## config.mk

```make
export PLATFORM = sky130hd
export DESIGN_NAME = fetch_unit
export DESIGN_NICKNAME = d
export VERILOG_FILES = /design/src/rtl/fetch_unit.sv
export SDC_FILE = /design/constraint.sdc
export NUM_CORES = 1
export LEC_CHECK = 0
export ABC_AREA = 1
export CAP_MARGIN = 5
export CORE_MARGIN = 1.5
export CORE_UTILIZATION = 35
export CTS_CLUSTER_DIAMETER = 60
export CTS_CLUSTER_SIZE = 16
export DETAILED_ROUTE_END_ITERATION = 10
export HOLD_SLACK_MARGIN = 0.15
export PLACE_DENSITY_LB_ADDON = 0.2
export SLEW_MARGIN = 20
export SYNTH_ARGS = -nofsm -noshare
export SYNTH_HDL_FRONTEND = slang
export SYNTH_SLANG_ARGS = --single-unit
```

## constraint.sdc

```tcl
create_clock -name clk -period 4.54 [get_ports clk]
set_input_delay 0.908 -clock clk [delete_from_list [all_inputs] [get_ports clk]]
set_output_delay 0.908 -clock clk [all_outputs]
set_load 0.005 [all_outputs]
```

## src/rtl/fetch_unit.sv

```systemverilog
// Instruction fetch stage: PC owner, credit-limited requests to imem, prefetch FIFO to decode.
// Optional FETCH_BYPASS_EN forwards a response straight to decode when the FIFO is empty.
module fetch_unit #(
  parameter int              DW       = 32,
  parameter int              AW       = 32,
  parameter int              DEPTH    = 4,
  parameter logic [AW-1:0]   RESET_PC = '0
) (
  input  logic          clk,
  input  logic          rst,
  output logic          imem_req,
  output logic [AW-1:0] imem_addr,
  input  logic          imem_rvalid,
  input  logic [DW-1:0] imem_rdata,
  output logic          instr_valid,
  input  logic          instr_ready,
  output logic [DW-1:0] instr_out,
  output logic [AW-1:0] pc_out,
  input  logic          redirect,
  input  logic [AW-1:0] redirect_pc
);

  localparam int PW = $clog2(DEPTH);
  localparam int CW = PW + 1;

  logic [AW-1:0] r_fetch_pc;
  logic [DW-1:0] r_fifo_data [DEPTH];
  logic [AW-1:0] r_fifo_pc   [DEPTH];
  logic [AW-1:0] r_tag_pc    [DEPTH];
  logic [PW-1:0] r_wr_ptr, r_rd_ptr, r_tag_wr, r_tag_rd;
  logic [CW-1:0] r_count, r_outstanding, r_drop_cnt;

  logic [CW:0]   w_credit_sum;
  logic          w_issue_ok;
  logic          w_head_valid;
  logic          w_keep;
  logic          w_push;
  logic          w_pop;
  logic [AW-1:0] w_resp_pc;
  logic [AW-1:0] w_redirect_aligned;

  assign w_credit_sum       = {1'b0, r_count} + {1'b0, r_outstanding};
  // Gating with rst keeps the request low for the whole reset window.
  assign w_issue_ok         = rst && (w_credit_sum < (CW+1)'(DEPTH)) && (r_drop_cnt == '0);
  assign imem_req           = w_issue_ok && !redirect;
  assign imem_addr          = r_fetch_pc;
  assign w_head_valid       = (r_count != '0);
  assign w_resp_pc          = r_tag_pc[r_tag_rd];
  assign w_keep             = rst && imem_rvalid && (r_drop_cnt == '0) && !redirect;
  assign w_pop              = w_head_valid && instr_ready;
  assign w_redirect_aligned = redirect_pc & ~AW'(3);

`ifdef FETCH_BYPASS_EN
  logic w_bypass;
  assign w_bypass    = !w_head_valid && w_keep;
  assign instr_valid = w_head_valid || w_bypass;
  assign instr_out   = w_bypass ? imem_rdata : (w_head_valid ? r_fifo_data[r_rd_ptr] : '0);
  assign pc_out      = w_bypass ? w_resp_pc  : (w_head_valid ? r_fifo_pc[r_rd_ptr]   : '0);
  assign w_push      = w_keep && !(w_bypass && instr_ready);
`else
  assign instr_valid = w_head_valid;
  assign instr_out   = w_head_valid ? r_fifo_data[r_rd_ptr] : '0;
  assign pc_out      = w_head_valid ? r_fifo_pc[r_rd_ptr]   : '0;
  assign w_push      = w_keep;
`endif

  always_ff @(posedge clk) begin
    if (imem_req) r_tag_pc[r_tag_wr] <= r_fetch_pc;
    if (w_push) begin
      r_fifo_data[r_wr_ptr] <= imem_rdata;
      r_fifo_pc[r_wr_ptr]   <= w_resp_pc;
    end
  end

  always_ff @(posedge clk or negedge rst) begin
    if (!rst) begin
      r_fetch_pc    <= RESET_PC;
      r_wr_ptr      <= '0;
      r_rd_ptr      <= '0;
      r_tag_wr      <= '0;
      r_tag_rd      <= '0;
      r_count       <= '0;
      r_outstanding <= '0;
      r_drop_cnt    <= '0;
    end else begin
      if (imem_req)    r_tag_wr <= r_tag_wr + 1'b1;
      if (imem_rvalid) r_tag_rd <= r_tag_rd + 1'b1;
      r_outstanding <= r_outstanding + CW'(imem_req) - CW'(imem_rvalid);
      if (redirect) begin
        // Everything still in flight, minus a response landing now, is stale.
        r_fetch_pc <= w_redirect_aligned;
        r_drop_cnt <= r_outstanding - CW'(imem_rvalid);
        r_wr_ptr   <= '0;
        r_rd_ptr   <= '0;
        r_count    <= '0;
      end else begin
        if (imem_req) r_fetch_pc <= r_fetch_pc + AW'(4);
        if (imem_rvalid && (r_drop_cnt != '0)) r_drop_cnt <= r_drop_cnt - 1'b1;
        if (w_push) r_wr_ptr <= r_wr_ptr + 1'b1;
        if (w_pop)  r_rd_ptr <= r_rd_ptr + 1'b1;
        r_count <= r_count + CW'(w_push) - CW'(w_pop);
      end
    end
  end

  a_no_orphan_resp: assert property (@(posedge clk) disable iff (!rst)
    imem_rvalid |-> (r_outstanding != '0));

endmodule

```

==> results of run 1 <==
-- worst max path at each step --
| stage | end | slack [ps] | cells past startpoint |
|---|---|---|---|
| floorplan | r_fifo_data[0][0] | 20 | 4 |
| global placement | r_count[2] | 1120 | 11 |
| detailed placement | r_count[2] | 1080 | 11 |
| CTS | pc_out[27] | 630 | 6 |
| global route | instr_out[14] | 490 | 6 |
| finish | pc_out[30] | 700 | 6 |
-- layout make-up --
type | instances | area (um2)
well taps | 622 | 778.2
flip-flops and latches | 415 | 12230
clock buffers | 42 | 944.7
fillers | 4565 | 27970
repair buffers | 184 | 1877
clock inverters | 18 | 198.9
inverters | 58 | 219.0
multi-input cells | 933 | 4429
-- layer usage --
metal	vias up	GRT usage, %	wire, um
met5	-	0	11
met4	2	4.481	900
met3	56	2.665	2007
met2	267	26.40	18650
met1	5421	22.76	18980
li1	5437	-	-
-- synthesized netlist by cell type, types with 2 or more instances --
| library cell | instances |
|---|---|
| edfxtp_1 | 368 |
| nor2_1 | 354 |
| o21ai_0 | 197 |
| nand2_1 | 159 |
| a21oi_1 | 65 |
| inv_1 | 53 |
| nand3_1 | 53 |
| dfrtp_1 | 47 |
| clkbuf_1 | 46 |
| o22ai_1 | 30 |
| buf_2 | 19 |
| ha_1 | 19 |
| xor2_1 | 12 |
| xnor2_1 | 9 |
| buf_4 | 8 |
| nand2_2 | 6 |
| nor2_4 | 6 |
| o211ai_1 | 6 |
| buf_1 | 5 |
| inv_2 | 5 |
| nor2_2 | 3 |
| fa_1 | 2 |
-- per-stage QoR --
| step | setup WS (ps) | util, % | instances | hold WS [ps] | total power [mW] |
|---|---|---|---|---|---|
| 2_1_floorplan | 18.58 | - | 1485 | 493.6 | 6.479 |
| 3_3_place_gp | 1117 | 40.16 | 2212 | 518.7 | 7.973 |
| 3_5_place_dp | 1081 | 40.16 | 2212 | 524.2 | 8.027 |
| 4_1_cts | 627.0 | 42.51 | 2272 | 534.4 | 11.09 |
| 5_1_grt | 488.2 | 42.51 | 2272 | 563.2 | 11.58 |
| 6_report | 703.2 | 42.51 | 2272 | 534.7 | 10.95 |
-- cell families (layout without fill, tap and decap cells) --
kind of cell	after synthesis	in the layout	share of synthesized area, %
xor+xnor	21	21	1.071
compound gates	301	301	9.096
flops	415	415	71.17
simple gates	586	586	13.68
other cells	1	4	0.02183
buf+inv	137	302	3.350
fa+ha+maj	21	21	1.617
-- worst max-delay path, cell delays in order (launching register included) --
cell,delay (ps)
dfrtp_1,450
nor2_1,120
nand2_1,170
inv_2,650
buf_4,400
a21oi_1,100
clkdlybuf4s50_1,470
-- registers in the layout, summed over array words and instances (netlist names) --
signal / flops
r_wr_ptr: 2
imem_addr: 30
r_tag_pc: 120
r_tag_rd: 2
r_drop_cnt: 3
r_count: 3
r_fifo_pc: 120
r_outstanding: 3
r_rd_ptr: 2
r_fifo_data: 128
r_tag_wr: 2
-- report_power, final --
part | total, mW | switching (mW) | internal, mW
combinational | 3.09 | 1.86 | 1.22
clock | 3.06 | 1.38 | 1.68
sequential | 4.81 | 0.218 | 4.59
==> key figures, run 1 <==
Placed design
  – Placed wire-length estimate: between 20 and 25 mm
  – Final RePlAce weighted congestion: 0.8133
  – # port buffers: 160
  – Area after DPL: between 0.015 and 0.02 mm2

Logic synthesis
  – Asr flop ratio synth: 11.33%
  – Post-synth top area cell: edfxtp_1
  – Synth area leaders: edfxtp_1, nor2_1, dfrtp_1, o21ai_0, nand2_1
  – Avg Synthesized Cell Area: 11.59 um2
  – Synthesis warning total: 0
  – Top cell type's share of synthesized area: ~64%
  – Mapped Area: 0.01718 mm2
  – Distinct cells, synth: 32
  – EDFF count, synth: 368
  – Register area share after synthesis: 71.17%
  – Seq cells post-synth: 415
  – Ys flop type: edfxtp_1
  – Post-Synthesis Cells: 1482

Job
  – Max Cap Viol: 0

Global routing
  – Largest net degree at the start of global routing: 112
  – GRT overflow: 0
  – Initial antenna violation count: 1
  – First-pass GRT wire length: 63.71 mm
  – Vias in the first global route: 11090
  – Total GRT Usage: 16.31%

Setup path
  – CP max FO: 35
  – Worst Path Required: 3630 ps
  – Worst Setup SP: r_count[1]
  – CP arrival: ~2900 ps
  – R2r setup slk: 1970 ps
  – Setup crit start kind: register
  – Crit Reg-Reg Endpoint: r_count[2]
  – Reg2Reg Depth: 12
  – Reg2reg start: r_drop_cnt[0]
  – Type of the worst setup path: reg2out
  – CP endpoint kind: output port

Floorplan
  – Die area: 0.05042 mm2
  – CORE AREA: 0.04865 mm2
  – IO Pins: around 170
  – Initial Util: 35.32%
  – Die W: between 200 and 250 um
  – Rows: 81
  – Die Y: approximately 220 um

Timing
  – Final setup TNS: 0 ps
  – Final Cycle Share: between 80% and 90%
  – Setup Skew: 15.01 ps
  – Hold violation count in the final report: 0
  – Slew Viols, Final: 0
  – RSZ-0062 raised after global routing: false
  – Worst slew margin: approximately 29%
  – Final min period: 3837 ps
  – Peak Freq: 260.6 MHz
  – Least-Margin Pin Slew: roughly 1100 ps
  – Final count of negative-setup-slack endpoints: 0

Clocking
  – Post_cts resized: 0
  – Post CTS Setup Buffer Count: 0
  – Hold Buf Count CTS: 0
  – Root buf cell: clkbuf_16
  – CTS tree: built
  – Num CTS Buffers: 36
  – CTS sink count: 415
  – CTS Buffer Depth: 3
  – Worst-skew pair later-pin latency: 540 ps
  – H-tree levels: 2
  – Clock transition at the registers of the reported paths: about 60 ps

Route
  – Wire length per cell: 17.85 um
  – Violation count after the first detailed-route iteration: 726
  – DRC violations left: 0
  – DR vias: 11180
  – Antenna Nets Post-Route: 0
  – Drt via density: 4.922
  – Detailed Routing Iterations Pass 1: 6
  – Drt total wl: 40.55 mm

Hold path
  – Hold depth: 1
  – Worst hold endpoint: r_tag_wr[0]
  – HP Start: r_tag_wr[0]
  – Worst min path class: reg2reg

Layout
  – Antenna diodes: 0
  – Layout Area Growth over Synthesis: 20.36%
  – Commonest non-fill, non-tap cell in the layout: edfxtp_1
  – Most frequent cells in the layout: edfxtp_1, nor2_1, o21ai_0
  – Layout cells sized above 1: 6.667%
  – Design Area, Final: 0.02068 mm2
  – Final layout net count: 1718

Power and ir drop
  – Worst vdd ir: 335.3 uV
  – Static Leak: about 7.1 nW
  – Pwr/cell area: 529.6 mW/mm2

Run status
  – Status: completed
Power figures use the tool's default switching activity.
==> run 2, diff against run 1 <==
==> constraint.sdc (replaced) <==
create_clock -name clk -period 3.8 [get_ports clk]
set_input_delay 0.76 -clock clk [delete_from_list [all_inputs] [get_ports clk]]
set_output_delay 0.76 -clock clk [all_outputs]
set_load 0.005 [all_outputs]
==> run 2 against run 1 <==
  * Wire length increased by 1.1%
  * Via count decreased by 0.30%
  * Die area unchanged
  * Critical path depth unchanged
  * Core utilization increased by 0.44 points
  * Critical path type unchanged
  * Largest power group unchanged
  * Setup slack got worse by 340 ps
==> key figures, run 2 (same netlist as run 1, synthesis figures left out) <==
Route
  – Violation count after the first detailed-route iteration: 876 (+21%)
  – Detailed Routing Iterations Pass 1: 5 (-1)
  – DRC violations left: 0 (unchanged)
  – Antenna Nets Post-Route: 0 (unchanged)
  – DR vias: 11150 (-0.30%)
  – Drt via density: 4.888 (-0.69%)
  – Drt total wl: 40.99 mm (+1.1%)
  – Wire length per cell: 17.97 um (+0.69%)

Placed design
  – Final RePlAce weighted congestion: 0.7731 (-4.9%)
  – Placed wire-length estimate: 24.89 mm (+6.0%)
  – Dpl cells: 2221 (+0.41%)
  – Pre-CTS setup slack: 513.8 ps (-567.6 ps)
  – Area after DPL: 0.01970 mm2 (+0.85%)
  – # port buffers: 160 (unchanged)

Job
  – Max Cap Viol: 0 (unchanged)

Clocking
  – CTS sink count: 415 (unchanged)
  – Hold Buf Count CTS: 0 (unchanged)
  – CTS tree: built
  – H-tree levels: 2 (unchanged)
  – Post CTS Setup Buffer Count: 0 (unchanged)
  – Worst-skew pair later-pin latency: 530 ps (about the same)
  – Root buf cell: clkbuf_16
  – CTS Buffer Depth: 3 (unchanged)
  – Post_cts resized: 0 (unchanged)
  – Num CTS Buffers: 35 (-2.8%)
  – Clock transition at the registers of the reported paths: 70 ps (about the same)

Hold path
  – Worst min path class: in2async

Layout
  – Most frequent cells in the layout: edfxtp_1, nor2_1, o21ai_0
  – Layout Area Growth over Synthesis: 21.61%
  – Largest regs: r_fifo_data (128), r_fifo_pc (120), r_tag_pc (120)
  – Layout cells sized above 1: 6.872% (+0.20 points)
  – Commonest non-fill, non-tap cell in the layout: edfxtp_1
  – Antenna diodes: 0 (unchanged)
  – Fin cells: 2281 (+0.40%)
  – Largest register by flop count: r_fifo_data
  – Design Area, Final: 0.02089 mm2 (+1.0%)
  – Max reg flops: 128 (unchanged)
  – Final layout net count: 1726 (+0.47%)
  – Fin util: 42.95% (+0.44 points)

Global routing
  – First-pass GRT wire length: 63.41 mm (-0.48%)
  – Total GRT Usage: 16.22% (-0.085 points)
  – GRT overflow: 0 (unchanged)
  – Initial antenna violation count: 1 (unchanged)
  – Largest net degree at the start of global routing: 126 (+13%)
  – Vias in the first global route: 10830 (-2.3%)

Setup path
  – Setup crit start kind: register
  – Crit-path leading delay family: buffers and inverters
  – Crit Reg-Reg Endpoint: r_count[2]
  – CP max-delay cell: inv_2
  – Reg2reg start: r_drop_cnt[0]
  – CP max FO: 30 (-14%)
  – CP endpoint kind: output port
  – CP Cell Sequence: nor2_1, nand2_1, inv_2, buf_12, a21oi_1, clkdlybuf4s50_1
  – Worst stage delay on the critical path: 580 ps (-70 ps)
  – Type of the worst setup path: reg2out
  – Bufs and invs on worst path: 3 (unchanged)
  – Reg2Reg Depth: 12 (unchanged)
  – R2r setup slk: 1250 ps (-720 ps)
  – CP arrival: 2680 ps (-250 ps)
  – Worst Path Required: 3040 ps (-590 ps)

Floorplan
  – CORE AREA: 0.04865 mm2 (unchanged)
  – Initial Util: 35.32% (unchanged)
  – Die area: 0.05042 mm2 (unchanged)
  – Die W: 224.6 um (unchanged)
  – Rows: 81 (unchanged)
  – Die Y: 224.6 um (unchanged)
  – IO Pins: 167 (unchanged)

Power and ir drop
  – Static Leak: 7.238 nW (+1.4%)
  – Worst vdd ir: 324.6 uV (-3.2%)
  – Pwr/cell area: 637.2 mW/mm2 (+20%)

Timing
  – Least-Margin Pin Slew: 880.9 ps (-176.9 ps)
  – Final Cycle Share: 90.50%
  – Slew Viols, Final: 0 (unchanged)
  – Setup Skew: 15.87 ps (+0.8608 ps)
  – Final count of negative-setup-slack endpoints: 0 (unchanged)
  – Post-route setup slack: 361.1 ps (-342.1 ps)
  – RSZ-0062 raised after global routing: false
  – Peak Freq: 290.8 MHz
  – Worst slew margin: 41.28% (+12 points)
  – Final min period: 3439 ps
  – Hold violation count in the final report: 0 (unchanged)

Run status
  – Status: completed
-- run 2: cell count changes in the layout (fill, tap and decap cells not counted) --
cell,delta
clkbuf_1,+4
bufinv_16,+3
clkinv_4,-2
buf_12,+8
clkinv_1,+1
clkinvlp_4,-1
clkinv_2,-3
buf_4,+1
inv_6,-3
inv_2,+1
-- run 2: layout make-up --
cell class	count	area [um2]
Inverter	58	217.7
Tap cell	622	778.2
Multi-Input combinational cell	933	4429
Fill cell	4546	27750
Sequential cell	415	12230
Clock inverter	14	231.5
Timing Repair Buffer	193	2044
Clock buffer	46	959.7
-- run 2: worst max-delay path by stage --
| stage | startpoint | to | slack [ps] | cells past startpoint |
|---|---|---|---|---|
| floorplan | redirect | r_fifo_data[0][0] | -570 | 4 |
| global placement | imem_rvalid | r_count[2] | 520 | 11 |
| detailed placement | imem_rvalid | r_count[2] | 510 | 11 |
| CTS | r_rd_ptr[0] | pc_out[24] | 200 | 5 |
| global route | r_rd_ptr[0] | pc_out[24] | 160 | 5 |
| finish | r_count[1] | pc_out[14] | 360 | 6 |
-- run 2: per-stage QoR --
stage | setup TNS (ps) | hold slack (ps) | power, mW
2_1_floorplan | -142210 | 464.4 | 7.740
3_3_place_gp | 0 | 519.7 | 9.615
3_5_place_dp | 0 | 525.9 | 9.679
4_1_cts | 0 | 401.3 | 13.50
5_1_grt | 0 | 433.3 | 14.04
6_report | 0 | 382.9 | 13.31
-- run 2: worst register-to-register path, stage by stage (launching register included) --
cell,delay [ps]
dfrtp_1,380
inv_1,100
ha_1,200
nand4_1,160
inv_1,130
nand2_1,250
ha_1,370
inv_1,60
ha_1,130
inv_1,50
fa_1,390
o21ai_0,180
a21oi_1,50
-- run 2: metal layers --
metal  share of wire [%]  track usage (%)  wire length [um]
met5               0.029                0                12
met4                 1.7            3.724               709
met3                 4.9            2.573              2022
met2                  47            26.48             19130
met1                  47            22.80             19120
-- run 2: report_power, final --
part,switching [mW],total (mW),internal [mW]
clock network,1.59,3.80,2.20
logic,2.23,3.76,1.53
registers,0.277,5.76,5.48
total,4.10,13.3,9.21
==> run 3, diff against run 2 <==
--- a/config.mk
+++ b/config.mk
@@ -13,7 +13,7 @@
 export CTS_CLUSTER_SIZE = 16
 export DETAILED_ROUTE_END_ITERATION = 10
 export HOLD_SLACK_MARGIN = 0.15
-export PLACE_DENSITY_LB_ADDON = 0.2
+export PLACE_DENSITY = 0.6
 export SLEW_MARGIN = 20
 export SYNTH_ARGS = -nofsm -noshare
 export SYNTH_HDL_FRONTEND = slang
==> run 3 against run 2 <==
  * Fmax decreased by 4.0%
  * Sequential power grew 0.9%
  * Wire length down 2.2%
  * Register-to-register slack lost 70 ps
  * Clock-buffer cell count up 2
  * Core utilization decreased by 0.067 points
  * Non-clock buffer count increased by 8
  * Critical path type unchanged
  * Largest power group unchanged
==> key figures, run 3 (same netlist as run 1, synthesis figures left out) <==
Setup path
  – CP Cell Sequence: buf_16, nor2_1, nor2_1, o21ai_0, a21oi_1, clkdlybuf4s50_1
  – Worst path depth: 6 (unchanged)
  – Type of the worst setup path: reg2out
  – CP endpoint kind: output port
  – Crit-path most repeated cell: nor2_1
  – Crit-path leading delay family: buffers and inverters
  – Setup crit start kind: register
  – CP max-delay cell: dfrtp_4
  – Worst Path Required: 3040 ps (about the same)
  – Reg2Reg Depth: 10 (-2)
  – Bufs and invs on worst path: 2 (-1)
  – CP max FO: 94 (+210%)
  – Worst stage delay on the critical path: 690 ps (+110 ps)
  – CP arrival: 2820 ps (+140 ps)

Placed design
  – Pre-CTS setup slack: 515.1 ps (+1.330 ps)
  – Placed wire-length estimate: 24.72 mm (-0.70%)
  – Final RePlAce weighted congestion: 0.7859 (+1.7%)
  – # port buffers: 160 (unchanged)

Timing
  – Least-Margin Pin Slew: 682.7 ps (-198.2 ps)
  – RSZ-0062 raised after global routing: false
  – Final min period: 3583 ps (+143.6 ps)
  – Post-route setup slack: 217.5 ps (-143.6 ps)
  – Slew Viols, Final: 0 (unchanged)
  – Peak Freq: 279.1 MHz (-4.0%)
  – Worst slew margin: 54.44% (+13 points)
  – Setup Skew: 15.89 ps (+0.01620 ps)
  – Final Cycle Share: 94.28% (+3.8 points)
  – Final count of negative-setup-slack endpoints: 0 (unchanged)
  – Hold violation count in the final report: 0 (unchanged)

Power and ir drop
  – Static Leak: 7.244 nW (about the same)
  – Reg power frac: 44.4% (+1.1 points)
  – Worst vdd ir: 271.3 uV (-16%)
  – Pwr Total: 13.08 mW (-1.8%)
  – Pwr/cell area: 626.9 mW/mm2 (-1.6%)
  – Switching part of the total: 31.41% (+0.58 points)
  – Clock power frac: 27.7% (-0.8 points)
  – Internal power: 8.970 mW (-2.6%)
  – Net Sw Power: 4.108 mW (+0.10%)
  – Comb power frac: 27.9% (-0.3 points)

Clocking
  – H-tree levels: 2 (unchanged)
  – CTS tree: built
  – Root buf cell: clkbuf_16
  – Clock transition at the registers of the reported paths: 70 ps (about the same)
  – CTS Buffer Depth: 3 (unchanged)
  – Post CTS Setup Buffer Count: 0 (unchanged)
  – Worst-skew pair later-pin latency: 550 ps (+20 ps)
  – CTS sink count: 415 (unchanged)
  – Num CTS Buffers: 35 (unchanged)

Layout
  – Max reg flops: 128 (unchanged)
  – Fin util: 42.88% (-0.067 points)
  – Area of the multi-input gates: 0.004429 mm2 (unchanged)
  – Fill count: 4567 (+0.46%)
  – Largest regs: r_fifo_data (128), r_fifo_pc (120), r_tag_pc (120)
  – Layout Area Growth over Synthesis: 21.42%
  – Largest register by flop count: r_fifo_data
  – Antenna diodes: 0 (unchanged)
  – Most frequent cells in the layout: edfxtp_1, nor2_1, o21ai_0
  – Layout cells sized above 1: 7.246% (+0.37 points)
  – Final layout net count: 1734 (+0.46%)
  – Commonest non-fill, non-tap cell in the layout: edfxtp_1
  – FF+latch area: 0.01223 mm2 (unchanged)

Floorplan
  – Initial Util: 35.32% (unchanged)
  – IO Pins: 167 (unchanged)
  – Die area: 0.05042 mm2 (unchanged)
  – Rows: 81 (unchanged)
  – Die W: 224.6 um (unchanged)
  – Die Y: 224.6 um (unchanged)
  – CORE AREA: 0.04865 mm2 (unchanged)

Route
  – DR vias: 11160 (+0.099%)
  – Drt total wl: 40.07 mm (-2.2%)
  – Wire length per cell: 17.48 um (-2.7%)
  – Detailed Routing Iterations Pass 1: 4 (-1)
  – Antenna Nets Post-Route: 0 (unchanged)
  – DRC violations left: 0 (unchanged)
  – Violation count after the first detailed-route iteration: 730 (-17%)
  – Drt via density: 4.870 (-0.38%)

Global routing
  – Vias in the first global route: 10790 (-0.42%)
  – Largest net degree at the start of global routing: 95 (-25%)
  – First-pass GRT wire length: 61.54 mm (-2.9%)
  – Initial antenna violation count: 0 (-1)
  – Total GRT Usage: 15.84% (-0.38 points)
  – GRT overflow: 0 (unchanged)

Hold path
  – Worst min path class: in2async

Job
  – Max Cap Viol: 0 (unchanged)

Run status
  – Status: completed
==> run 3: power by group through the flow <==
stage          registers (mW)  clock network [mW]  logic (mW)
2_1_floorplan            5.73                   0        2.01
3_3_place_gp             5.89                   0        3.63
3_5_place_dp             5.90                   0        3.70
4_1_cts                  5.81                3.71        3.71
5_1_grt                  5.85                3.88        4.07
6_report                 5.81                3.62        3.64
==> run 3: metrics by stage <==
stage               instance area [um2]  hold slack (ps)  TNS [ps]  instances
global route                      20860            403.9         0       2292
detailed placement                19720            522.0         0       2229
global placement                  19720            518.8         0       2229
CTS                               20850            370.3         0       2292
floorplan                         17190            464.4   -142210       1485
finish                            20860            359.4         0       2292
==> run 3: layout make-up <==
type | instances | area share (%)
flip-flops and latches | 415 | 58.64
clock buffers | 48 | 4.535
inverters | 58 | 1.056
well taps | 622 | 3.731
repair buffers | 201 | 9.945
multi-input cells | 933 | 21.23
clock inverters | 15 | 0.8637
==> run 3: path summary, 6_finish.rpt <==
kind | to | start | slack (ps)
max in group asynchronous | r_rd_ptr[0] | rst | 2940
setup / recovery | pc_out[22] | r_rd_ptr[0] | 220
hold reg to reg | r_tag_wr[0] | r_tag_wr[0] | 530
min in group clk | r_tag_wr[0] | r_tag_wr[0] | 530
setup reg to reg | r_tag_pc[1][11] | r_outstanding[2] | 1180
hold / removal | r_drop_cnt[1] | rst | 360
==> run 3: per-layer routing <==
| layer | up-vias | track usage (%) | wire length, um |
|---|---|---|---|
| li1 | 5466 | - | - |
| met1 | 5371 | 21.84 | 18620 |
| met2 | 278 | 26.19 | 18780 |
| met3 | 46 | 2.887 | 2065 |
| met4 | 0 | 3.356 | 606 |
| met5 | - | 0 | 0 |
==> run 3: worst reg2reg max path: cells and delay by family (launching register included) <==
family	cells	cell delay, ps
buffers and inverters	3	690
flip-flops	1	420
adder cells (fa/ha/maj)	1	290
AND/OR/NAND/NOR	6	910
==> run 3: repair_timing <==
item	in CTS	in global routing
resized for setup	0	3
setup endpoints to repair	0	2
hold buffers	0	0
